## src/rtl/mips_pipe_pkg.sv

```systemverilog
// -----------------------------------------------------------------------------
// mips_pipe_pkg
//   Shared definitions for the 2-bit-opcode MIPS pipeline:
//     - opcode encodings (ALU, immediate, jump)
//     - NOP_INSTR: the bubble loaded into IF/ID (opcode 11, suppresses writeReg)
//     - fetch_state_e: fetch FSM states
//     - default PC / instruction widths
// -----------------------------------------------------------------------------
package mips_pipe_pkg;

   localparam int PC_W_DEF    = 8;
   localparam int INSTR_W_DEF = 8;

   typedef enum logic [1:0] {
      OPC_ALU = 2'b00,
      OPC_IMM = 2'b01,
      OPC_JMP = 2'b11
   } opcode_e;

   localparam logic [7:0] NOP_INSTR = 8'hC0;

   typedef enum logic [1:0] {
      BOOT   = 2'd0,
      RUN    = 2'd1,
      HALTED = 2'd2
   } fetch_state_e;

   // Saturating 16-bit increment used by the optional performance counters.
   function automatic logic [15:0] sat_inc16(input logic [15:0] v);
      return (v == 16'hFFFF) ? v : v + 16'd1;
   endfunction

endpackage

```

## src/rtl/fetch_stage_if_id_reg.sv

```systemverilog
// -----------------------------------------------------------------------------
// if_id_reg
//   IF/ID pipeline register holding the fetched instruction, its PC and a
//   valid bit.
//   Ports:
//     clk, reset      : clock, synchronous active-high reset (loads NOP)
//     load_en         : capture instr_in/pc_in as a valid instruction
//     load_nop        : load NOP, pc 0, valid 0 (wins over load_en)
//     instr_in, pc_in : instruction and PC from the IF stage
//     id_instr, id_pc, id_valid : register outputs into ID
//   With neither load_en nor load_nop the register holds (stall).
// -----------------------------------------------------------------------------
module if_id_reg
   import mips_pipe_pkg::*;
#(
   parameter int                   PC_W    = PC_W_DEF,
   parameter int                   INSTR_W = INSTR_W_DEF,
   parameter logic [INSTR_W-1:0]   NOP     = NOP_INSTR
) (
   input  logic               clk,
   input  logic               reset,
   input  logic               load_en,
   input  logic               load_nop,
   input  logic [INSTR_W-1:0] instr_in,
   input  logic [PC_W-1:0]    pc_in,
   output logic [INSTR_W-1:0] id_instr,
   output logic [PC_W-1:0]    id_pc,
   output logic               id_valid
);

   logic [INSTR_W-1:0] instr_d, instr_q;
   logic [PC_W-1:0]    pc_d, pc_q;
   logic               valid_d, valid_q;

   always_comb begin
      instr_d = instr_q;
      pc_d    = pc_q;
      valid_d = valid_q;
      if (load_nop) begin
         instr_d = NOP;
         pc_d    = '0;
         valid_d = 1'b0;
      end else if (load_en) begin
         instr_d = instr_in;
         pc_d    = pc_in;
         valid_d = 1'b1;
      end
   end

   always_ff @(posedge clk) begin
      if (reset) begin
         instr_q <= NOP;
         pc_q    <= '0;
         valid_q <= 1'b0;
      end else begin
         instr_q <= instr_d;
         pc_q    <= pc_d;
         valid_q <= valid_d;
      end
   end

   assign id_instr = instr_q;
   assign id_pc    = pc_q;
   assign id_valid = valid_q;

endmodule

```

## src/rtl/fetch_stage.sv

```systemverilog
// -----------------------------------------------------------------------------
// fetch_stage
//   IF stage plus IF/ID register. Holds the PC, addresses a combinational-read
//   instruction memory, hands the IF opcode to the control unit and takes back
//   pc_jump_sel, then registers instruction/PC/valid into ID.
//   Ports:
//     clk, reset   : clock, synchronous active-high reset
//     stall        : hold PC and IF/ID
//     flush        : load NOP into IF/ID (overrides stall for IF/ID only)
//     pc_jump_sel  : take jump target this cycle
//     imem_addr    : instruction address (= PC)
//     imem_rdata   : instruction at imem_addr, same cycle
//     if_opcode    : opcode being fetched (00 outside RUN)
//     id_instr, id_opcode, id_pc, id_valid : IF/ID contents
//     halted       : HALTED state reached
//   Optional feature, macro FETCH_PERF_CNT_EN: adds saturating 16-bit
//   perf_fetch_cnt (normal IF/ID loads) and perf_jump_cnt (jumps taken).
//   The FSM state is held in state_q (fetch_state_e) for observation.
// -----------------------------------------------------------------------------
module fetch_stage
   import mips_pipe_pkg::*;
#(
   parameter int                 PC_W       = PC_W_DEF,
   parameter int                 INSTR_W    = INSTR_W_DEF,
   parameter logic [PC_W-1:0]    RESET_PC   = '0,
   parameter logic [INSTR_W-1:0] HALT_INSTR = 8'hFF
) (
   input  logic               clk,
   input  logic               reset,
   input  logic               stall,
   input  logic               flush,
   input  logic               pc_jump_sel,
   output logic [PC_W-1:0]    imem_addr,
   input  logic [INSTR_W-1:0] imem_rdata,
   output logic [1:0]         if_opcode,
   output logic [INSTR_W-1:0] id_instr,
   output logic [1:0]         id_opcode,
   output logic [PC_W-1:0]    id_pc,
   output logic               id_valid,
   output logic               halted
`ifdef FETCH_PERF_CNT_EN
   ,
   output logic [15:0]        perf_fetch_cnt,
   output logic [15:0]        perf_jump_cnt
`endif
);

   // Jump target keeps the PC bits above the instruction's target field.
   localparam int TGT_W = INSTR_W - 2;

   fetch_state_e    state_d, state_q;
   logic [PC_W-1:0] pc_d, pc_q;
   logic            halted_d, halted_q;

   logic            run;
   logic            halting;
   logic            take_jump;
   logic [PC_W-1:0] jump_target;

   assign run         = (state_q == RUN);
   assign halting     = run && !stall && (imem_rdata == HALT_INSTR);
   assign take_jump   = run && !stall && !halting && pc_jump_sel;
   assign jump_target = {pc_q[PC_W-1:TGT_W], imem_rdata[TGT_W-1:0]};

   always_comb begin
      state_d  = state_q;
      pc_d     = pc_q;
      halted_d = halted_q;
      case (state_q)
         BOOT: begin
            // Single settling cycle; stall cannot stretch it.
            state_d = RUN;
         end
         RUN: begin
            if (halting) begin
               state_d  = HALTED;
               halted_d = 1'b1;
            end else if (!stall) begin
               pc_d = take_jump ? jump_target : pc_q + PC_W'(1);
            end
         end
         HALTED: begin
            // Frozen until reset.
         end
         default: begin
            state_d = BOOT;
         end
      endcase
   end

   always_ff @(posedge clk) begin
      if (reset) begin
         state_q  <= BOOT;
         pc_q     <= RESET_PC;
         halted_q <= 1'b0;
      end else begin
         state_q  <= state_d;
         pc_q     <= pc_d;
         halted_q <= halted_d;
      end
   end

   assign imem_addr = pc_q;
   assign halted    = halted_q;
   // Outside RUN the control unit must see a non-jump opcode.
   assign if_opcode = run ? imem_rdata[INSTR_W-1:INSTR_W-2] : OPC_ALU;

   // BOOT and HALTED feed bubbles; in RUN the halt instruction itself
   // is loaded as a valid instruction on the halting edge.
   if_id_reg #(
      .PC_W    (PC_W),
      .INSTR_W (INSTR_W)
   ) u_if_id_reg (
      .clk      (clk),
      .reset    (reset),
      .load_en  (run && !stall),
      .load_nop (flush || !run),
      .instr_in (imem_rdata),
      .pc_in    (pc_q),
      .id_instr (id_instr),
      .id_pc    (id_pc),
      .id_valid (id_valid)
   );

   assign id_opcode = id_instr[INSTR_W-1:INSTR_W-2];

`ifdef FETCH_PERF_CNT_EN
   logic        normal_load;
   logic [15:0] fetch_cnt_d, fetch_cnt_q;
   logic [15:0] jump_cnt_d, jump_cnt_q;

   assign normal_load = run && !stall && !flush;

   always_comb begin
      fetch_cnt_d = fetch_cnt_q;
      jump_cnt_d  = jump_cnt_q;
      if (normal_load) fetch_cnt_d = sat_inc16(fetch_cnt_q);
      if (take_jump)   jump_cnt_d  = sat_inc16(jump_cnt_q);
   end

   always_ff @(posedge clk) begin
      if (reset) begin
         fetch_cnt_q <= '0;
         jump_cnt_q  <= '0;
      end else begin
         fetch_cnt_q <= fetch_cnt_d;
         jump_cnt_q  <= jump_cnt_d;
      end
   end

   assign perf_fetch_cnt = fetch_cnt_q;
   assign perf_jump_cnt  = jump_cnt_q;
`endif

endmodule

```

## config.mk

```make
export PLATFORM = sky130hd
export DESIGN_NAME = fetch_stage
export DESIGN_NICKNAME = d
export VERILOG_FILES = /design/src/rtl/mips_pipe_pkg.sv /design/src/rtl/fetch_stage_if_id_reg.sv /design/src/rtl/fetch_stage.sv
export SDC_FILE = /design/constraint.sdc
export NUM_CORES = 1
export LEC_CHECK = 0
export CORE_AREA = 2 2 66 68
export CTS_BUF_LIST = sky130_fd_sc_hd__clkbuf_8
export DETAILED_ROUTE_END_ITERATION = 6
export DIE_AREA = 0 0 68 70
export PLACE_DENSITY_LB_ADDON = 0.15
export SYNTH_ARGS = -nofsm -noshare
export SYNTH_HDL_FRONTEND = slang
export SYNTH_SLANG_ARGS = --single-unit
```

## constraint.sdc

```tcl
create_clock -name clk -period 3 [get_ports clk]
set_input_delay 0.6 -clock clk [delete_from_list [all_inputs] [get_ports clk]]
set_output_delay 0.6 -clock clk [all_outputs]
set_load 0.005 [all_outputs]
```

==> impl_metrics.py, run 1 <==
metrics = {
    "clock_tree": {
        "insertion_delay_ps": 270,
        "ctsResizeCount": 0,
        "cts_root_buffer": "clkbuf_8",
        "htreeDepth": 1,
        "post-cts-setup-buffers": 0,
        "cts_max_path_buffers": 2,
        "cts_inserted_buffers": 3,
        "clk_pin_slew_worst_paths_ps": 90,
        "cts_hold_buf": 0,
        "cts_tree": "built",
        "clock-sinks": 28,
    },
    "critical_path": {
        "critPathMaxFanout": 2,
        "crit_path_end_kind": "output port",
        "critPathArrivalTime_ps": 1750,
        "critical_path_class": "input port to output port",
        "crit_required_ps": 2400,
        "worstSetupStartpointType": "input port",
    },
    "outcome": {
        "outcome": "finished clean",
    },
    "routing": {
        "drt_wl_total_um": 3240,
        "drt_iter0_drc": 31,
        "drtPass1Iterations": 4,
        "vias": 1125,
        "via_per_inst": 5.18,
        "route.detailed.drc": 0,
        "detail_route.wl_per_cell_um": 14.9,
        "ant_nets": 0,
    },
    "place": {
        "dpl_worst_slack_ps": 651,
        "gp_routability_congestion": 0.837,
        "port-buffer-count": 42,
        "hpwl_um": 2360,
    },
    "global_routing": {
        "met1_usage": 0.187,
        "grt_pass1_vias": 1104,
        "antenna_found_initial": 0,
        "grt_use_met3": 0.0290,
        "grt_most_used_layer": "met2",
        "grt_pass1_wl_um": 5260,
        "grtUsageMet2": 0.233,
        "grt_overflow": 0,
        "grt_start_max_net_pins": 17,
        "grt_usage": 0.144,
    },
    "yosys": {
        "synth.distinct_cells": 31,
        "postSynthAreaPerCell_um2": 9.52,
        "syn_area_um2": 1160,
        "ys_warn_count": 0,
        "synth.yosys.seq_area_share": 0.483,
        "synth_cells": 122,
        "synth_seq_cells": 28,
        "syn-num-nets": 136,
    },
    "power": {
        "power_mw": 0.718,
        "vdd.ir_drop.worst_uv": 143,
        "power_density_nw_per_um2": 423,
        "leakage_nw": 0.606,
    },
    "floorplan": {
        "die_y_um": 70,
        "start_util": 0.280,
        "die_area_um2": 4760,
        "die_w_um": 68,
        "rows": 24,
        "boundaryPins": 43,
        "core-area_um2": 4140,
    },
    "final_layout": {
        "mostFrequentLayoutCells": "clkdlybuf4s50_1, dfxtp_1, a21oi_1, o221a_2, o21ai_0",
        "drive_gt1_frac": 0.133,
        "num-fill-cells": 415,
        "area_growth_pct": 46.1,
        "nets": 180,
        "layout_commonest_cell": "clkdlybuf4s50_1",
        "fin_util": 0.409,
        "num_antenna_cells": 0,
    },
    "sta": {
        "clock.fmax_ghz": 0.426,
        "holdWs_ps": 460,
        "relSlewSlack": 0.668,
        "finalSetupViolCount": 0,
        "fin_tns_setup_ps": 0,
        "finClkSkew_ps": 3.29,
        "worstMarginPinSlew_ps": 497,
        "period_share": 0.783,
        "rsz0062_at_grt": "no",
        "fin_ws_ps": 650,
        "period_needed_ps": 2350,
        "hold_viol_final": 0,
        "drv_slew": 0,
    },
    "flow_run": {
        "maxCapViolCount": 0,
    },
    "hold_path": {
        "holdCritPathClass": "flip-flop to flip-flop",
    },
}
-- worst paths after layout --
kind	from	to	slack [ps]	cells after the start
worst max-delay path	imem_rdata[6]	if_opcode[0]	650	4
worst min-delay path	halted	halted	460	2
worst max register to register	state_q[1]	imem_addr[6]	1400	4
worst min register to register	halted	halted	460	2
-- worst max-delay path: stages --
cell             delay (ps)
clkdlybuf4s50_1         500
inv_1                    60
nor2_1                   90
clkdlybuf4s50_1         500
-- state kept, by name (all words and copies together) (netlist names) --
name and cells:
imem_addr 8, u_if_id_reg.id_instr 8, u_if_id_reg.id_pc 8, state_q 2, halted 1, u_if_id_reg.id_valid 1
-- report_power, final --
group          internal [mW]  switching (mW)  total, mW
registers              0.382          0.0104      0.393
clock network          0.117           0.114      0.231
logic                 0.0522          0.0422     0.0944
total                  0.552           0.166      0.718
-- metrics by stage --
| stage | cell area (um2) | cells |
|---|---|---|
| finish | 1700 | 217 |
| global route | 1700 | 217 |
| CTS | 1700 | 217 |
| detailed placement | 1640 | 213 |
| global placement | 1640 | 213 |
| floorplan | 1160 | 122 |
-- per-layer routing --
layer	share of wire	vias to the layer above
met5	0	-
met4	0.011	0
met3	0.053	4
met2	0.49	33
met1	0.44	541
li1	-	547
-- kinds of logic (layout without fill, tap and decap cells) --
kind of cell	after synthesis	in the layout	share of synthesized area
adder cells (fa/ha/maj)	1	1	0.0108
multiplexers	1	1	0.00862
AO/OA/AOI/OAI	46	46	0.291
flip-flops	28	28	0.483
AND/OR/NAND/NOR	33	33	0.157
buffers and inverters	13	56	0.0496
-- cell usage after synthesis --
| master | instances | area share |
|---|---|---|
| a22oi_1 | 1 | 0.0065 |
| o31ai_1 | 2 | 0.013 |
| nand2_1 | 7 | 0.023 |
| or4b_1 | 1 | 0.0086 |
| nor2_1 | 7 | 0.023 |
| o21ai_0 | 9 | 0.039 |
| nor3_1 | 1 | 0.0043 |
| buf_2 | 1 | 0.0043 |
| nor3b_2 | 1 | 0.011 |
| a211oi_1 | 1 | 0.0065 |
| a31oi_1 | 2 | 0.011 |
| or4_1 | 1 | 0.0065 |
| nand3_1 | 1 | 0.0043 |
| buf_4 | 2 | 0.013 |
| or3_1 | 2 | 0.011 |
| a311oi_1 | 1 | 0.0075 |
| inv_1 | 6 | 0.019 |
| ha_1 | 1 | 0.011 |
| and3_1 | 1 | 0.0054 |
| nand3b_1 | 1 | 0.0065 |
| nor3b_1 | 1 | 0.0065 |
| a21oi_1 | 13 | 0.056 |
| o21ai_2 | 1 | 0.0075 |
| clkbuf_1 | 4 | 0.013 |
| nand4_1 | 3 | 0.016 |
| mux2i_1 | 1 | 0.0086 |
| nand2b_1 | 6 | 0.032 |
| dfxtp_1 | 28 | 0.48 |
| o41ai_1 | 2 | 0.015 |
| o221a_2 | 12 | 0.12 |
| o21a_1 | 2 | 0.013 |
-- cell type report --
class	count	area (um2)	area share
inverters	6	22.5	0.0133
well taps	52	65.1	0.0383
multi-input cells	81	543	0.320
repair buffers	46	450	0.265
clock buffers	4	55.1	0.0324
flip-flops and latches	28	561	0.330
(Power assumes the default switching activity.)
==> inputs of run 2 (changes only) <==
- clock period: 3 -> 2.2 ns (I/O delays scaled with it)
==> run 2 against run 1 <==
Against the previous run:
- sequential share of layout area hardly changed
- flip-flop and latch count is the same
- via count shrank 0.53%
- final cell count increased by 0.46%
- utilization about the same
- combinational power up 39%
==> impl_metrics.py, run 2 (synthesis results as in run 1) <==
metrics = {
    "outcome": {
        "outcome": "finished clean",
    },
    "global_routing": {
        "antenna_found_initial": 0,
        "grt_pass1_vias": 1125,
        "grt_start_max_net_pins": 16,
        "grt_pass1_wl_um": 5440,
        "grt_overflow": 0,
        "grt_usage": 0.145,
    },
    "hold_path": {
        "holdCritPathClass": "flip-flop to flip-flop",
        "min_from": "halted",
    },
    "routing": {
        "drt_iter0_drc": 47,
        "drtPass1Iterations": 4,
        "route.detailed.drc": 0,
        "drt_wl_total_um": 3230,
        "ant_nets": 0,
        "via_per_inst": 5.13,
        "vias": 1119,
        "detail_route.wl_per_cell_um": 14.8,
    },
    "sta": {
        "hold_viol_final": 0,
        "finClkSkew_ps": 2.78,
        "rsz0062_at_grt": "no",
        "period_share": 0.921,
        "period_needed_ps": 2030,
        "relSlewSlack": 0.821,
        "drv_slew": 0,
        "finalSetupViolCount": 0,
        "clock.fmax_ghz": 0.493,
        "worstMarginPinSlew_ps": 265,
        "fin_tns_setup_ps": 0,
    },
    "floorplan": {
        "boundaryPins": 43,
        "rows": 24,
        "die_y_um": 70,
        "die_area_um2": 4760,
        "die_w_um": 68,
        "core-area_um2": 4140,
        "start_util": 0.280,
    },
    "flow_run": {
        "maxCapViolCount": 0,
    },
    "critical_path": {
        "cpMostUsedCell": "clkdlybuf4s50_1",
        "critPathSlowestCell": "clkdlybuf4s50_1",
        "crit_end": "if_opcode[1]",
        "crit_path_end_kind": "output port",
        "r2r_slack_ps": 570,
        "critPathMaxFanout": 2,
        "crit_start": "imem_rdata[7]",
        "critical_path_class": "input port to output port",
        "cpPeakStageDelay_ps": 500,
        "reg2reg_to": "imem_addr[6]",
        "r2r_cells": 4,
        "crit_chain": "clkdlybuf4s50_1, inv_1, nor2_1, clkdlybuf4s50_1",
        "critPathArrivalTime_ps": 1590,
        "crit_required_ps": 1760,
        "r2r-start": "imem_addr[0]",
        "worstSetupStartpointType": "input port",
    },
    "power": {
        "p_sw_mw": 0.224,
        "p_sw_frac": 0.238,
        "leakage_nw": 0.608,
        "p_int_mw": 0.717,
        "seq_power_share": 0.569,
        "power_mw": 0.941,
        "p_clk_frac": 0.292,
        "p_comb_frac": 0.139,
        "power_density_nw_per_um2": 554,
        "vdd.ir_drop.worst_uv": 254,
    },
    "final_layout": {
        "mostFrequentLayoutCells": "clkdlybuf4s50_1, dfxtp_1, a21oi_1, o221a_2, o21ai_0",
        "drive_gt1_frac": 0.139,
        "regArea_um2": 561,
        "num-fill-cells": 415,
        "nets": 182,
        "layout_commonest_cell": "clkdlybuf4s50_1",
        "area_growth_pct": 46.2,
        "multiInputGateArea_um2": 543,
        "num_antenna_cells": 0,
    },
    "place": {
        "hpwl_um": 2340,
        "port-buffer-count": 42,
        "gp_routability_congestion": 0.741,
    },
    "clock_tree": {
        "clock-sinks": 28,
        "cts_max_path_buffers": 2,
        "ctsResizeCount": 0,
        "htreeDepth": 1,
        "cts_hold_buf": 0,
        "clk_pin_slew_worst_paths_ps": 90,
        "cts_root_buffer": "clkbuf_8",
        "post-cts-setup-buffers": 0,
        "insertion_delay_ps": 270,
        "cts_tree": "built",
        "cts_inserted_buffers": 3,
    },
}
[run 2: changes by cell type in the layout (fill, tap and decap cells not counted)]
cell | before | now
buf_4 | 4 | 6
clkbuf_8 | 4 | 3
[run 2: how the worst min path moves through the flow]
stage / to / cells after the start
final: halted / 2
after global routing: u_if_id_reg.id_valid / 1
after CTS: halted / 2
after detailed placement: halted / 2
after global placement: u_if_id_reg.id_valid / 1
after floorplan: halted / 2
[run 2: final cells by class]
cell class | instances | share of cell area
clock buffers | 3 | 0.0243
well taps | 52 | 0.0383
multi-input cells | 81 | 0.320
flip-flops and latches | 28 | 0.330
inverters | 6 | 0.0133
repair buffers | 48 | 0.274
[run 2: critical path: cells and delay by family]
kind,cells,cell delay [ps]
and+or+nand+nor,1,90
buffers and inverters,3,1050
[run 2: stage by stage]
step	instance area, um2	utilization	setup slack, ps	hold slack [ps]	std cells
after floorplan	1160	-	690	442	122
after global placement	1660	0.400	166	448	215
after detailed placement	1660	0.400	106	450	215
after CTS	1700	0.410	155	464	218
after global routing	1700	0.410	85.3	492	218
final	1700	0.410	173	453	218
[run 2: per-layer routing]
layer	vias to the layer above	part of all wire	global-route usage
met5	-	0	0
met4	0	0.010	0.0378
met3	4	0.049	0.0225
met2	32	0.48	0.231
met1	533	0.46	0.202
li1	550	-	-
[run 2: power groups by stage]
stage | sequential (mW) | clock, mW | combinational [mW]
global route | 0.538 | 0.310 | 0.144
detailed placement | 0.547 | 0 | 0.132
CTS | 0.535 | 0.296 | 0.133
finish | 0.535 | 0.275 | 0.131
global placement | 0.546 | 0 | 0.131
floorplan | 0.545 | 0 | 0.0513
==> inputs of run 3 (changes only) <==
- CTS_BUF_LIST: sky130_fd_sc_hd__clkbuf_8 -> sky130_fd_sc_hd__clkbuf_4
==> run 3 against run 2 <==
Against the previous run:
- power decreased by 7.2%
- register-to-register slack improved by 20 ps
- clock-buffer cell count is the same
- clock skew is 1.2 ps higher
- routed wire length down 0.99%
- design area fell by 1.1%
- via count down 1.3%
- final cell count is the same
- sequential share of layout area increased by 0.37 points
- largest cell class unchanged
- largest power group unchanged
==> impl_metrics.py, run 3 (synthesis results as in run 1) <==
metrics = {
    "clock_tree": {
        "insertion_delay_ps": 320,
        "clk_pin_slew_worst_paths_ps": 140,
        "cts_inserted_buffers": 3,
        "cts_root_buffer": "clkbuf_4",
        "cts_hold_buf": 0,
        "post-cts-setup-buffers": 0,
        "cts_max_path_buffers": 2,
        "ctsResizeCount": 0,
        "htreeDepth": 1,
        "cts_tree": "built",
        "clock-sinks": 28,
    },
    "sta": {
        "rsz0062_at_grt": "no",
        "period_needed_ps": 2030,
        "worstMarginPinSlew_ps": 283,
        "relSlewSlack": 0.811,
        "finalSetupViolCount": 0,
        "fin_tns_setup_ps": 0,
        "period_share": 0.921,
        "holdWs_ps": 458,
        "hold_viol_final": 0,
        "drv_slew": 0,
        "finClkSkew_ps": 4.01,
        "fin_ws_ps": 173,
        "clock.fmax_ghz": 0.493,
    },
    "global_routing": {
        "grt_overflow": 0,
        "grt_start_max_net_pins": 16,
        "grt_pass1_vias": 1136,
        "antenna_found_initial": 0,
        "grt_usage": 0.145,
        "grt_pass1_wl_um": 5400,
    },
    "floorplan": {
        "die_area_um2": 4760,
        "core-area_um2": 4140,
        "die_w_um": 68,
        "start_util": 0.280,
        "die_y_um": 70,
        "rows": 24,
        "boundaryPins": 43,
    },
    "routing": {
        "drt_wl_total_um": 3200,
        "via_per_inst": 5.07,
        "ant_nets": 0,
        "drtPass1Iterations": 4,
        "vias": 1105,
        "detail_route.wl_per_cell_um": 14.7,
        "drt_iter0_drc": 34,
        "route.detailed.drc": 0,
    },
    "place": {
        "dpl_worst_slack_ps": 106,
        "gp_routability_congestion": 0.741,
        "port-buffer-count": 42,
        "hpwl_um": 2340,
    },
    "power": {
        "vdd.ir_drop.worst_uv": 239,
        "power_density_nw_per_um2": 520,
        "leakage_nw": 0.600,
    },
    "critical_path": {
        "critPathArrivalTime_ps": 1590,
        "critPathMaxFanout": 2,
        "critical_path_class": "input port to output port",
        "crit_path_end_kind": "output port",
        "worstSetupStartpointType": "input port",
        "crit_required_ps": 1760,
    },
    "final_layout": {
        "drive_gt1_frac": 0.139,
        "mostFrequentLayoutCells": "clkdlybuf4s50_1, dfxtp_1, a21oi_1, o221a_2, o21ai_0",
        "layout_commonest_cell": "clkdlybuf4s50_1",
        "fin_util": 0.405,
        "nets": 182,
        "num_antenna_cells": 0,
        "area_growth_pct": 44.6,
    },
    "hold_path": {
        "holdCritPathClass": "flip-flop to flip-flop",
    },
    "flow_run": {
        "maxCapViolCount": 0,
    },
    "outcome": {
        "outcome": "finished clean",
    },
}
run 3: cell counts in the layout (fill, tap and decap cells not counted):
Identical to the previous run, type by type.
run 3: worst max-delay path: stages:
cell and delay [ps]:
clkdlybuf4s50_1 490, inv_1 60, nor2_1 90, clkdlybuf4s50_1 500
run 3: layout make-up:
class,count,area [um2]
Clock buffer,3,22.5
Fill cell,416,2460
Inverter,6,22.5
Multi-Input combinational cell,81,543
Sequential cell,28,561
Tap cell,52,65.1
Timing Repair Buffer,48,465
run 3: stage by stage:
step	area, um2	instances	power (mW)
6_report	1680	218	0.874
5_1_grt	1680	218	0.926
4_1_cts	1680	218	0.897
3_5_place_dp	1660	215	0.679
3_3_place_gp	1660	215	0.677
2_1_floorplan	1160	122	0.597
run 3: path summary, 6_finish.rpt:
kind | start | to | slack, ps | cells after the start
setup / recovery | imem_rdata[7] | if_opcode[1] | 170 | 4
hold / removal | halted | halted | 460 | 2
setup reg to reg | imem_addr[0] | imem_addr[6] | 590 | 4
hold reg to reg | halted | halted | 460 | 2
run 3: per-layer routing:
metal  routed length [um]  track usage  vias up
li1                     -            -      550
met1                 1480        0.200      525
met2                 1530        0.224       28
met3                  165       0.0225        2
met4                   29       0.0533        0
met5                    0            0        -
run 3: power breakdown:
part           internal [mW]  leakage (nW)  switching [mW]
sequential             0.522         0.228          0.0140
clock                 0.0641        0.0138           0.144
combinational         0.0735         0.359          0.0567
==> variant (settings of run 2) <==
`PC_W_DEF`: 8 -> 9.
--- a/src/rtl/mips_pipe_pkg.sv
+++ b/src/rtl/mips_pipe_pkg.sv
@@ -9,5 +9,5 @@
 package mips_pipe_pkg;
 
-   localparam int PC_W_DEF    = 8;
+   localparam int PC_W_DEF    = 9;
    localparam int INSTR_W_DEF = 8;
 
Ports: changed (resized id_pc and imem_addr); port bits go from 43 to 45. The function was not compared with the original's and may differ.
==> variant against run 2 <==
Wire length rose by 5.3%. First-iteration DRC count rose by 17%. Utilization rose by 5.2 points. Synthesized area rose by 7.2%. Cell area rose by 13%. Total power rose by 31%. Register-to-register slack got worse by 0.06 ns. Highest routed layer unchanged. Non-clock buffer count rose by 10. Sequential cell count rose by 2. Count of clock-buffer cells in the layout rose by 5. Critical path depth did not move. Worst setup slack got worse by 0.017 ns.
==> variant: results (changes against run 2) <==
[run_status]
run_status = finished clean

[routing]
drt_iter0_drc = 55  ; +17%
routed.top_layer = met4
routed_wirelength_um = 3400  ; +5.3%
vias = 1191  ; +6.4%
wl_met3_um = 231  ; +47%
wl_met1_um = 1530  ; +2.9%
dr_wl_met2_um = 1610  ; +3.6%
first_pass_iters = 5  ; +1

[placed_design]
placement.setup.worst_slack_ns = -0.0273  ; -0.134 ns
post-place-cells = 228  ; +6.0%
detailedPlacementHpwl_um = 2530  ; +8.1%
numPortBuffers = 44  ; +4.8%
gp_congestion = 0.764  ; +3.1%
place_area_sq_um = 1800  ; +8.8%

[sta]
slew-limit-headroom = 0.650  ; -0.171
fin_skew_ns = 0.00546  ; +0.00268 ns

[synthesis]
synthesis.area_per_instance_sq_um = 9.73  ; +2.2%
share_of_async_settable_or_async_resettable_flops_after_synthesis = 0  ; unchanged
synth.lib_cells_used.distinct = 34  ; +9.7%
synthesis.nets = 142  ; +4.4%
synth.top_cells.by_count = sky130_fd_sc_hd__dfxtp_1, sky130_fd_sc_hd__o221a_2, sky130_fd_sc_hd__a21oi_1
ys_seq_area_frac = 0.482  ; about the same
synthTopCellsByArea = sky130_fd_sc_hd__dfxtp_1, sky130_fd_sc_hd__o221a_2, sky130_fd_sc_hd__a21oi_1
synthesis.yosys.warnings = 0  ; unchanged
synthFlopType = sky130_fd_sc_hd__dfxtp_1

[pwr]
max-vdd-ir-drop_mv = 0.290  ; +14%
leakagePower_uw = 0.000729  ; +20%

[worst_setup_path]
slowest_stage = sky130_fd_sc_hd__clkdlybuf4s50_1
worst-path-max-fanout = 2  ; unchanged
crit_arrival_ns = 1.60
worst_path_dominant_cell_family = buffers and inverters
critPathMaxStageDelay_ns = 0.52  ; +0.02 ns

[clock_network]
postCtsSetupBuffers = 0  ; unchanged
cts_resized = 0  ; unchanged
htree_levels = 2  ; +1
cts_max_path_buffers = 2  ; unchanged
cts_root_buf = sky130_fd_sc_hd__clkbuf_8
cts_inserted_buffers = 5  ; +2
worst_skew_pair.late_latency_ns = 0.28
clkTransAtPathRegs_ns = 0.06  ; -0.03 ns

[min_path]
hold_path_class = reg2reg

[cells_and_area]
fillerInstances = 400  ; -3.6%
post-route-util = 0.461  ; +0.0516
n_antenna_cell = 0  ; unchanged
drive_above_1_share = 0.201  ; +0.0625
instances_no_fill = 236  ; +8.3%
finalNetCount = 197  ; +8.2%

[global_routing]
grt_max_degree = 20  ; +4
first_global_vias = 1129  ; +0.36%
use_met1 = 0.196  ; -0.00562
grt_pass1_wl_um = 5330  ; -1.9%
number_of_antenna_violations_at_the_first_check_in_global_routing = 0  ; unchanged
grt_util_met3 = 0.0499  ; +0.0274
grt.met2_usage = 0.222  ; -0.00863
gr-usage-all-layers = 0.148  ; +0.00335

[floorplan]
die_x_um = 68  ; unchanged

[variant: cell type report]
cell class / count / share of cell area
clock buffer: 8 / 0.0576
inverter: 4 / 0.00785
multi-input combinational: 84 / 0.301
sequential: 30 / 0.314
tap: 52 / 0.0340
timing repair buffer: 58 / 0.285
[variant: cells by family after synthesis]
kind of cell / after synthesis / synth area share
buf+inv: 14 / 0.0553
simple gates: 35 / 0.155
flops: 30 / 0.482
mux: 1 / 0.00804
compound gates: 47 / 0.289
fa+ha+maj: 1 / 0.0100
[variant: power breakdown]
part / total, uW / internal, uW / switching, uW
clock: 514 / 315 / 199
sequential: 572 / 559 / 13.3
combinational: 143 / 83.8 / 59.5
total: 1230 / 958 / 272
[variant: worst paths after layout]
kind	from	endpoint	slack [ns]	cells past startpoint
hold / removal	halted	halted	0.45	2
setup reg to reg	state_q[1]	imem_addr[7]	0.51	4
setup / recovery	imem_rdata[7]	if_opcode[1]	0.16	4
hold reg to reg	halted	halted	0.45	2
